### src/rtl/mod_exp_pkg.sv
// Shared types for the 64-bit square-and-multiply exponentiation sequencer.
package mod_exp_pkg;
  localparam int WIDTH_DEF   = 64;
  localparam int E_WIDTH_DEF = 64;

  typedef enum logic [2:0] {
    S_IDLE, S_SCAN, S_ISSUE, S_WAIT, S_NEXT, S_FIN
  } state_t;

  typedef enum logic {OP_SQR, OP_MULX} op_t;
endpackage

### src/rtl/mod_exp64_ctrl.sv
// Left-to-right square-and-multiply controller driving an external modular
// multiplier through a start/done job port.
module mod_exp64_ctrl
  import mod_exp_pkg::*;
#(
  parameter int WIDTH   = WIDTH_DEF,
  parameter int E_WIDTH = E_WIDTH_DEF
) (
  input  logic               clk,
  input  logic               rst_n,
  input  logic               start,
  input  logic [WIDTH-1:0]   base,
  input  logic [E_WIDTH-1:0] exp,
  input  logic [WIDTH-1:0]   mod_n,
  output logic               busy,
  output logic               done,
  output logic [WIDTH-1:0]   result,
  output logic               err,
  output logic               mm_start,
  output logic [WIDTH-1:0]   mm_a,
  output logic [WIDTH-1:0]   mm_b,
  output logic [WIDTH-1:0]   mm_n,
  input  logic [WIDTH-1:0]   mm_p,
  input  logic               mm_done
);
  localparam int IW = $clog2(E_WIDTH);

  state_t             state, state_nxt;
  op_t                op_q, job_op;
  logic [WIDTH-1:0]   x_q, n_q, r_q, job_a, job_b;
  logic [E_WIDTH-1:0] e_q;
  logic [IW-1:0]      idx_q;
  logic               accept, job_ld, idx_dec, res_ld;

  assign busy     = (state != S_IDLE);
  assign done     = (state == S_FIN);
  assign mm_start = (state == S_ISSUE);

  // Operands are loaded on entry to ISSUE so they are already stable in the
  // mm_start cycle. The first job from SCAN is always 1*X.
  assign job_a = (state == S_SCAN) ? WIDTH'(1) : r_q;
  assign job_b = (job_op == OP_MULX) ? x_q : r_q;

  always_comb begin
    state_nxt = state;
    accept    = 1'b0;
    job_ld    = 1'b0;
    job_op    = op_q;
    idx_dec   = 1'b0;
    res_ld    = 1'b0;
    case (state)
      S_IDLE: if (start) begin
        accept = 1'b1;
        if (mod_n == '0 || exp == '0) state_nxt = S_FIN;
        else                          state_nxt = S_SCAN;
      end
      S_SCAN: begin
        if (e_q[idx_q]) begin
          job_ld    = 1'b1;
          job_op    = OP_MULX;
          state_nxt = S_ISSUE;
        end else begin
          idx_dec = 1'b1;
        end
      end
      S_ISSUE: state_nxt = S_WAIT;
      S_WAIT:  if (mm_done) state_nxt = S_NEXT;
      S_NEXT: begin
        if (op_q == OP_SQR && e_q[idx_q]) begin
          job_ld    = 1'b1;
          job_op    = OP_MULX;
          state_nxt = S_ISSUE;
        end else if (idx_q == '0) begin
          res_ld    = 1'b1;
          state_nxt = S_FIN;
        end else begin
          idx_dec   = 1'b1;
          job_ld    = 1'b1;
          job_op    = OP_SQR;
          state_nxt = S_ISSUE;
        end
      end
      S_FIN:   state_nxt = S_IDLE;
      default: state_nxt = S_IDLE;
    endcase
  end

  always_ff @(posedge clk or negedge rst_n) begin
    if (!rst_n) begin
      state  <= S_IDLE;
      op_q   <= OP_SQR;
      x_q    <= '0;
      e_q    <= '0;
      n_q    <= '0;
      r_q    <= '0;
      idx_q  <= '0;
      result <= '0;
      err    <= 1'b0;
      mm_a   <= '0;
      mm_b   <= '0;
      mm_n   <= '0;
    end else begin
      state <= state_nxt;
      if (accept) begin
        x_q    <= base;
        e_q    <= exp;
        n_q    <= mod_n;
        idx_q  <= IW'(E_WIDTH - 1);
        err    <= (mod_n == '0);
        // Only the E==0 fast path with N>1 yields a nonzero immediate result.
        result <= (mod_n != '0 && exp == '0 && mod_n != WIDTH'(1)) ? WIDTH'(1) : '0;
      end
      if (idx_dec) idx_q <= idx_q - 1'b1;
      if (job_ld) begin
        op_q <= job_op;
        mm_a <= job_a;
        mm_b <= job_b;
        mm_n <= n_q;
        if (state == S_SCAN) r_q <= WIDTH'(1);
      end
      if (state == S_WAIT && mm_done) r_q <= mm_p;
      if (res_ld) result <= r_q;
    end
  end
endmodule

### config.mk
export PLATFORM = sky130hd
export DESIGN_NAME = mod_exp64_ctrl
export DESIGN_NICKNAME = d
export VERILOG_FILES = /design/src/rtl/mod_exp_pkg.sv /design/src/rtl/mod_exp64_ctrl.sv
export SDC_FILE = /design/constraint.sdc
export NUM_CORES = 1
export LEC_CHECK = 0
export BUFFER_PORTS_ARGS = -buffer_cell sky130_fd_sc_hd__buf_2
export CORE_MARGIN = 4
export CORE_UTILIZATION = 50
export CTS_CLUSTER_SIZE = 30
export DETAILED_ROUTE_END_ITERATION = 12
export GPL_ROUTABILITY_DRIVEN = 0
export PLACE_DENSITY = 0.75
export SETUP_SLACK_MARGIN = 0.5
export SKIP_CTS_REPAIR_TIMING = 1
export SLEW_MARGIN = 5
export SYNTH_ARGS = -nofsm -noshare
export SYNTH_HDL_FRONTEND = slang
export SYNTH_SLANG_ARGS = --single-unit
### constraint.sdc
create_clock -name clk -period 3.9 [get_ports clk]
set_input_delay 0.39 -clock clk [delete_from_list [all_inputs] [get_ports clk]]
set_output_delay 0.39 -clock clk [all_outputs]
set_load 0.01 [all_outputs]
**After elaboration in Yosys (flattened, before gate mapping)**

Cells that the tools add are included.

- RAM bits: 0
- Bits in registers: 523
- Bits in latches: 0
- Output and inout bits: 260
- Memories kept: 0
- ROM bits: 0
- Input bits: 260

- Magnitude comparators: 1
- Multipliers: 0
- Shift operators: 0
- Bitwise operators: 1
- $add $sub $neg: 1
- Eq/ne operators: 9
- Divide/modulo/power cells: 0
- Mux-type cells: 34
- Reductions and logical operators: 15

Operator list:

| kind | count |
|---|---|
| two-way mux 64 bit | 6 |
| zero test 64 bit | 2 |
| != test 64 x 1 -> 1 bit, second input constant | 1 |
| nonzero test 64 bit | 1 |
| two-way mux 3 bit | 6 |
| two-way mux 1 bit | 15 |
| one-hot mux 3 bit (5 select lines) | 1 |
| two-way mux 6 bit | 2 |
| < comparator 6 x 7 -> 1 bit, second input constant | 1 |
| binary-select mux 1 bit (select 6 bit) | 1 |
| equality test 3 x 2 -> 1 bit, second input constant | 2 |
| equality test 3 bit, second input constant | 2 |
| zero test 6 bit | 1 |
| one-hot mux 1 bit (2 select lines) | 3 |
| nonzero test 2 bit | 3 |
| subtractor 6 x 1 -> 6 bit, second input constant | 1 |
| logical AND 1 bit | 4 |
| != test 2 bit, second input constant | 2 |
| equality test 3 x 1 -> 1 bit, second input constant | 1 |
| zero test 3 bit | 1 |
| AND reduction 3 bit | 1 |
| nonzero test 3 bit | 1 |
| != test 2 x 1 -> 1 bit, second input constant | 1 |
| logical OR 1 bit | 1 |
| inverter 1 bit | 1 |

**Logic depth before layout (Yosys ltp)**

Gate-level depths: netlist of the first run.

- Depth after elaboration: 7
- Gate-level depth with buffers: 15

**Worst setup path after synthesis of the first run**

No wires, ideal clock.

- Path type: flip-flop to flip-flop
- Start point: register idx_q[0]
- End point: register mm_n[14]
- Stages on the path, launching flop included: 13
- Arrival: 2.752 ns
- Path buffers: 5
- Setup slack: 1.022 ns
- Cells stage by stage: dfrtp_1 > buf_6 > buf_6 > mux2_4 > a222oi_1 > nand4_1 > a32o_1 > and3_1 > clkbuf_2 > or2_4 > buf_6 > buf_6 > mux2_4

- Word-level cells in the longest chain between the ends: 5
- Elaborated cells between the ends (all ways): 8
- Those cells by class: 6 x mux; 2 x reduce/logical

Ends and longest elaborated chain:

| item | RTL line | RTL |
|---|---|---|
| from (decl) | mod_exp64_ctrl.sv:32 | `logic [IW-1:0] idx_q;` |
| from (signal assigned) | mod_exp64_ctrl.sv:108 | `idx_q <= IW'(E_WIDTH - 1);` |
| from (signal assigned) | mod_exp64_ctrl.sv:113 | `if (idx_dec) idx_q <= idx_q - 1'b1;` |
| binary-select mux 1 bit (select 6 bit) | mod_exp64_ctrl.sv:58, mod_exp64_ctrl.sv:69 |  |
| two-way mux 1 bit (implied by the code) | mod_exp64_ctrl.sv:58, mod_exp64_ctrl.sv:69 |  |
| logical AND 1 bit | mod_exp64_ctrl.sv:69 | `if (op_q == OP_SQR && e_q[idx_q]) begin` |
| two-way mux 1 bit | mod_exp64_ctrl.sv:69 |  |
| one-hot mux 1 bit (2 select lines) * | mod_exp64_ctrl.sv:51 | `case (state)` |
| to (signal assigned) | mod_exp64_ctrl.sv:118 | `mm_n <= n_q;` |
| to (decl) | mod_exp64_ctrl.sv:22 | `output logic [WIDTH-1:0] mm_n,` |

Every way passes the cells marked *; elsewhere a longest branch is shown, timed or not. The select of a mux whose other input is x is not followed.
A chain may end at the register's enable or synchronous reset.

**Worst setup path in the final report of the first run**

- Start point: register idx_q[0]
- End point: register mm_a[46]

- Word-level cells in the longest chain between the ends: 5
- Elaborated cells between the ends (all ways): 8
- Those cells by class: 6 x mux; 2 x reduce/logical

Ends and longest elaborated chain:

| item | RTL line | RTL |
|---|---|---|
| binary-select mux 1 bit (select 6 bit) | mod_exp64_ctrl.sv:58, mod_exp64_ctrl.sv:69 |  |
| two-way mux 1 bit (implied by the code) | mod_exp64_ctrl.sv:58, mod_exp64_ctrl.sv:69 |  |
| logical AND 1 bit | mod_exp64_ctrl.sv:69 |  |
| two-way mux 1 bit | mod_exp64_ctrl.sv:69 |  |
| one-hot mux 1 bit (2 select lines) * | mod_exp64_ctrl.sv:51 |  |
| to (signal assigned) | mod_exp64_ctrl.sv:116 | `mm_a <= job_a;` |
| to (decl) | mod_exp64_ctrl.sv:20 | `output logic [WIDTH-1:0] mm_a,` |

Marks and branches as above.

==> summary.txt, run 1 <==
Finish
  – Most frequent cells in the layout: nand2_1, dfrtp_1, buf_2, o21ai_0, a22o_1
  – Register area: around 13000 sq um
  – Post-route cell area: approximately 27000 sq um
  – Multi-input combinational cell area: between 7000 and 8000 sq um
  – Share of layout cells above drive strength 1: 0.3014
  – Nets: ~2800
  – Layout area overhead: 23.39%
  – Fillers: 3504
  – Most common cell after layout, fill and taps aside: nand2_1
  – Util after Layout: 0.6239

Critical path
  – CP Launch Type: register
  – Worst r2r src: idx_q[0]
  – Delay-heaviest family, CP: compound AO/OA/AOI/OAI gates
  – Critical Path AT: approximately 3700 ps
  – CP endpoint kind: register
  – Most frequent CP cell: buf_6
  – Crit path required time: around 4400 ps
  – Setup CP Type: register to register
  – Crit path largest cell delay: about 400 ps
  – CP bufs+invs: 3
  – Crit path max fanout: approximately 70
  – Critical path cell sequence: buf_12 > mux2_2 > a222oi_1 > nand4_1 > a32o_2 > and3_4 > buf_6 > nor2_4 > buf_6 > a22o_1
  – Critical Path Source: idx_q[0]
  – Slowest cell on crit path: a222oi_1
  – Worst reg-to-reg path cell count: 10
  – WP depth: 10

Logic synthesis
  – Cells after Synth: 2084
  – Synth Cell Area: around 22000 sq um
  – Synth top area share: 0.6022
  – Register area share after synthesis: 0.6022
  – Synth top area cells: dfrtp_1, nand2_1, a22o_1, o21ai_0, a31oi_2
  – Yosys top cell by area: dfrtp_1
  – Post-synth EDFFs: 0
  – Count of cell types in the netlist: between 40 and 50
  – Main synth FF type: dfrtp_1
  – Async SR Flop Fraction: 1.000
  – Syn Area/Cell: 10.43 sq um
  – Synth Warn #: 0
  – Syn nets: between 2000 and 2500
  – Yosys reg bits: roughly 520

Clocking
  – TritonCTS Buffers: 53
  – CTS root buf: clkbuf_16
  – TritonCTS clock tree: done
  – Clock sinks: ~520
  – Max Buffers Root-to-Sink: 3
  – Clk_lat worst skew: 580 ps
  – Htree depth: 2
  – CTS clk-pin slew, worst paths: ~60 ps

Route
  – Via density: around 5.7
  – Post-detailed-route count of antenna-violating nets: 0
  – Initial DRC count: approximately 1900
  – Initial DRT Pass Iterations: 5
  – Vias: 18040
  – WL/cell: approximately 21 um
  – Routed WL: about 67000 um
  – DRC: 0

Pwr
  – Peak VDD IR: 335.3 uV
  – Leakage: roughly 14 nW
  – Pwr/cell area: about 410 nW/um^2

Status
  – Failing checks: negative hold slack
  – Status: finished, violations left

STA
  – Final Hold Fails: 1
  – Final Cycle Share: 0.8250
  – Setup violators final: 0
  – Min Clock Period, post-route: roughly 3200 ps
  – Slew Limit Fails: 0
  – Clock Skew: 15.92 ps
  – Final setup margin: 682.5 ps
  – Worst-Margin Slew: about 1000 ps
  – Setup TNS: 0 ps
  – Max transition margin: 0.3215
  – Maximum clock rate: 0.3108 GHz
  – Hold Slack: -3.880 ps
  – Unrepaired setup endpoints after global routing: yes

Die
  – Row cnt: 76
  – Die X: 216.5 um
  – I/O pin count: 520
  – Die H: approximately 220 um
  – Initial core utilization: 0.5056
  – Core region area: 42980 sq um
  – DIE AREA: about 47000 sq um

Min path
  – Hold path startpoint: base[49]
  – Hold Crit Class: input pin to register
  – Hold Path Stages: 3

Placed design
  – Final HPWL DP: 44550 um
  – Setup WS pre-CTS: between 300 and 400 ps
  – Area after DPL: around 25000 sq um
  – IO Port Bufs: 519

Global route
  – Largest net degree at the start of global routing: 130
  – Vias in the first global route: between 15000 and 20000
  – GR Overflow Total: 0
  – Wire length of the first global-routing pass: roughly 100000 um
  – GRT Total Usage: 0.2812
  – Initial antenna violation count: 9

Flow run
  – Max Cap Viol: 0
[power by group]
| group | total, mW | internal (mW) | switching, mW |
|---|---|---|---|
| Sequential | 5.43 | 5.43 | 0 |
| Combinational | 0.312 | 0.121 | 0.192 |
| Clock | 5.22 | 3.14 | 2.08 |
[layer usage]
metal | part of all wire | wire length, um | global-route usage
met1 | 0.40 | 26620 | 0.3709
met3 | 0.071 | 4756 | 0.05076
met4 | 0.054 | 3612 | 0.1419
met5 | 0.00039 | 26 | 0
met2 | 0.48 | 32260 | 0.4515
[synthesized netlist by cell type (all sizes together), types with 6 or more instances]
| master | instances |
|---|---|
| a22oi | 9 |
| dfrtp | 523 |
| nor2b | 7 |
| a21oi | 6 |
| nor4 | 34 |
| nand2b | 6 |
| nor3 | 70 |
| inv | 9 |
| nand2 | 711 |
| a22o | 126 |
| buf | 38 |
| a31oi | 66 |
| mux2i | 24 |
| o21ai | 131 |
| nor2 | 25 |
| clkbuf | 121 |
| nand4 | 9 |
| nand3 | 65 |
| mux2 | 72 |
[flip-flops by register name (all words and copies together), names as in the netlist]
| signal | count |
|---|---|
| e_q | 64 |
| err | 1 |
| idx_q | 6 |
| mm_a | 64 |
| mm_b | 64 |
| mm_n | 64 |
| n_q | 64 |
| op_q | 1 |
| r_q | 64 |
| result | 64 |
| state | 3 |
| x_q | 64 |
[worst paths after layout]
path | endpoint | slack (ps)
setup / recovery | mm_a[46] | 680
hold / removal | x_q[49] | -4
setup reg to reg | mm_a[46] | 680
hold reg to reg | n_q[56] | 470
max in group asynchronous | mm_b[25] | 2420
min in group asynchronous | e_q[43] | 420
[metrics by stage]
stage | std cells | total power, mW
final | 3170 | 10.96
after global placement | 3064 | 5.829
after global routing | 3170 | 11.30
after detailed placement | 3064 | 5.833
after floorplan | 2084 | 5.537
after CTS | 3148 | 11.03
[area by class of cell]
class	instances	share of cell area
Clock buffer	70	0.05482
Multi-Input combinational cell	1394	0.2978
Antenna cell	7	0.0006532
Clock inverter	14	0.01017
Timing Repair Buffer	568	0.1200
Tap cell	585	0.02729
Sequential cell	523	0.4880
Inverter	9	0.001260
[worst reg2reg max path, cell delays in order (launching register included)]
cell	delay (ps)
dfrtp_1	370
buf_12	240
mux2_2	380
a222oi_1	400
nand4_1	180
a32o_2	370
and3_4	210
buf_6	290
nor2_4	200
buf_6	320
a22o_1	200
[logic make-up after synthesis]
group                    Yosys count  share of synthesized area
flip-flops                       523                     0.6022
XOR/XNOR                           1                  0.0004031
AO/OA/AOI/OAI                    353                     0.1248
adder cells (fa/ha/maj)            1                  0.0005756
AND/OR/NAND/NOR                  938                     0.1777
buffers and inverters            168                    0.03471
multiplexers                     100                    0.05959
(Power assumes the default switching activity.)
==> inputs of run 2 (changes only) <==
--- a/config.mk
+++ b/config.mk
@@ -7,11 +7,11 @@
 export LEC_CHECK = 0
 export BUFFER_PORTS_ARGS = -buffer_cell sky130_fd_sc_hd__buf_2
 export CORE_MARGIN = 4
-export CORE_UTILIZATION = 50
+export CORE_UTILIZATION = 49
 export CTS_CLUSTER_SIZE = 30
 export DETAILED_ROUTE_END_ITERATION = 12
 export GPL_ROUTABILITY_DRIVEN = 0
-export PLACE_DENSITY = 0.75
+export PLACE_DENSITY = 0.77
 export SETUP_SLACK_MARGIN = 0.5
 export SKIP_CTS_REPAIR_TIMING = 1
 export SLEW_MARGIN = 5
==> constraint.sdc (replaced) <==
create_clock -name clk -period 2.8 [get_ports clk]
set_input_delay 0.28 -clock clk [delete_from_list [all_inputs] [get_ports clk]]
set_output_delay 0.28 -clock clk [all_outputs]
set_load 0.01 [all_outputs]
==> summary.txt, run 2 (synthesis gave the netlist of run 1 again) <==
Die
  – DIE AREA: ~48000 sq um
  – Die X: around 220 um
  – Die H: 218.6 um
  – I/O pin count: 520
  – Initial core utilization: 0.5001
  – Core region area: between 40000 and 50000 sq um
  – Row cnt: 76

Status
  – Failing checks: negative setup slack
  – Status: finished, violations left

Route
  – Routed WL: ~80000 um
  – Post-detailed-route count of antenna-violating nets: 0
  – Via density: 5.898
  – Initial DRC count: 2178
  – DRC: 0
  – Vias: between 20000 and 25000
  – Initial DRT Pass Iterations: 8
  – WL/cell: roughly 23 um

Flow run
  – Max Cap Viol: 0

STA
  – Setup violators final: roughly 230
  – Setup TNS: -20060 ps
  – Slew Limit Fails: 0
  – Final setup margin: -209.6 ps
  – Clock Skew: between 15 and 20 ps
  – Min Clock Period, post-route: roughly 3000 ps
  – Unrepaired setup endpoints after global routing: yes
  – Final Cycle Share: 1.075
  – Maximum clock rate: roughly 0.33 GHz
  – Max transition margin: 0.3597
  – Final Hold Fails: 0
  – Worst-Margin Slew: ~960 ps

Min path
  – Hold Crit Class: input pin to register
  – Hold path startpoint: mm_done

Critical path
  – Critical path cell sequence: buf_4 > mux2_2 > a211oi_1 > nand3_1 > a32o_2 > and3_4 > buf_4 > buf_4 > nor3_1 > a31oi_2
  – CP bufs+invs: 3
  – Reg2Reg Setup Slack: -210 ps
  – Crit path max fanout: 31
  – CP endpoint kind: register
  – Crit path largest cell delay: roughly 480 ps
  – Delay-heaviest family, CP: simple AND/OR/NAND/NOR gates
  – Crit path required time: around 3300 ps
  – Critical Path AT: roughly 3500 ps
  – Setup CP Type: register to register
  – Critical Path Source: idx_q[0]
  – CP Launch Type: register
  – Worst r2r src: idx_q[0]
  – Slowest cell on crit path: dfrtp_2
  – Most frequent CP cell: buf_4

Pwr
  – Peak VDD IR: between 500 and 600 uV
  – Leakage: 15.42 nW
  – Pwr/cell area: between 500 and 600 nW/um^2
  – Tot Pwr: between 15 and 20 mW

Global route
  – GR Overflow Total: 0
  – Largest net degree at the start of global routing: around 140
  – Vias in the first global route: about 19000
  – Initial antenna violation count: 8
  – GRT Total Usage: 0.2763
  – Wire length of the first global-routing pass: approximately 100000 um

Finish
  – Most frequent cells in the layout: nand2_1, dfrtp_1, buf_2, dlygate4sd3_1, a22o_1
  – Most common cell after layout, fill and taps aside: nand2_1
  – Share of layout cells above drive strength 1: 0.2915
  – Nets: between 3000 and 4000
  – Layout area overhead: 38.81%

Clocking
  – CTS root buf: clkbuf_16
  – CTS clk-pin slew, worst paths: around 60 ps
  – TritonCTS clock tree: done
  – Max Buffers Root-to-Sink: 3
  – TritonCTS Buffers: between 50 and 60
  – Clk_lat worst skew: 600 ps
  – Htree depth: 2
  – Clock sinks: 523

Placed design
  – IO Port Bufs: 519
  – Final HPWL DP: ~47000 um
-- run 2: path summary, 6_finish.rpt --
path	cells after the start	to
max in group asynchronous	3	mm_b[4]
setup reg to reg	10	mm_b[9]
setup / recovery	10	mm_b[9]
min in group asynchronous	2	e_q[18]
hold / removal	3	state[0]
hold reg to reg	2	n_q[0]
-- run 2: area by class of cell --
cell class / instances / area, sq um
Sequential cell: 523 / 13090
Tap cell: 585 / 732.0
Clock buffer: 75 / 1510
Multi-Input combinational cell: 1393 / 8031
Fill cell: 2935 / 13290
Clock inverter: 24 / 354.1
Antenna cell: 9 / 22.52
Timing Repair Buffer: 858 / 6396
Inverter: 9 / 33.78
-- run 2: where the power goes --
part	internal (mW)	switching (mW)
Clock	4.51	3.09
Sequential	7.56	0
Combinational	0.393	0.343
Total	12.5	3.44
-- run 2: metrics by stage --
stage | utilization | worst slack, ps | hold slack, ps | instance area (sq um) | cells
after floorplan | - | -23.10 | -15.59 | 21810 | 2084
after global placement | 0.5819 | -12.19 | 303.8 | 25290 | 3095
after detailed placement | 0.5819 | -86.40 | 311.7 | 25290 | 3095
after CTS | 0.6248 | -156.7 | -336.1 | 27150 | 3194
after global routing | 0.6941 | -195.9 | 18.06 | 30160 | 3473
final | 0.6942 | -209.6 | 11.27 | 30170 | 3476
-- run 2: layer usage --
metal / vias to the layer above / share of wire / GRT usage
li1: 8655 / - / -
met1: 9992 / 0.35 / 0.3433
met2: 1457 / 0.49 / 0.4658
met3: 398 / 0.089 / 0.05423
met4: 0 / 0.070 / 0.1336
met5: - / 0 / 0
-- run 2: worst reg2reg max path: cells and delay by family (launching register included) --
family	cells	cell delay [ps]
AND/OR/NAND/NOR	3	750
AO/OA/AOI/OAI	3	640
buffers and inverters	3	650
flip-flops	1	480
multiplexers	1	350
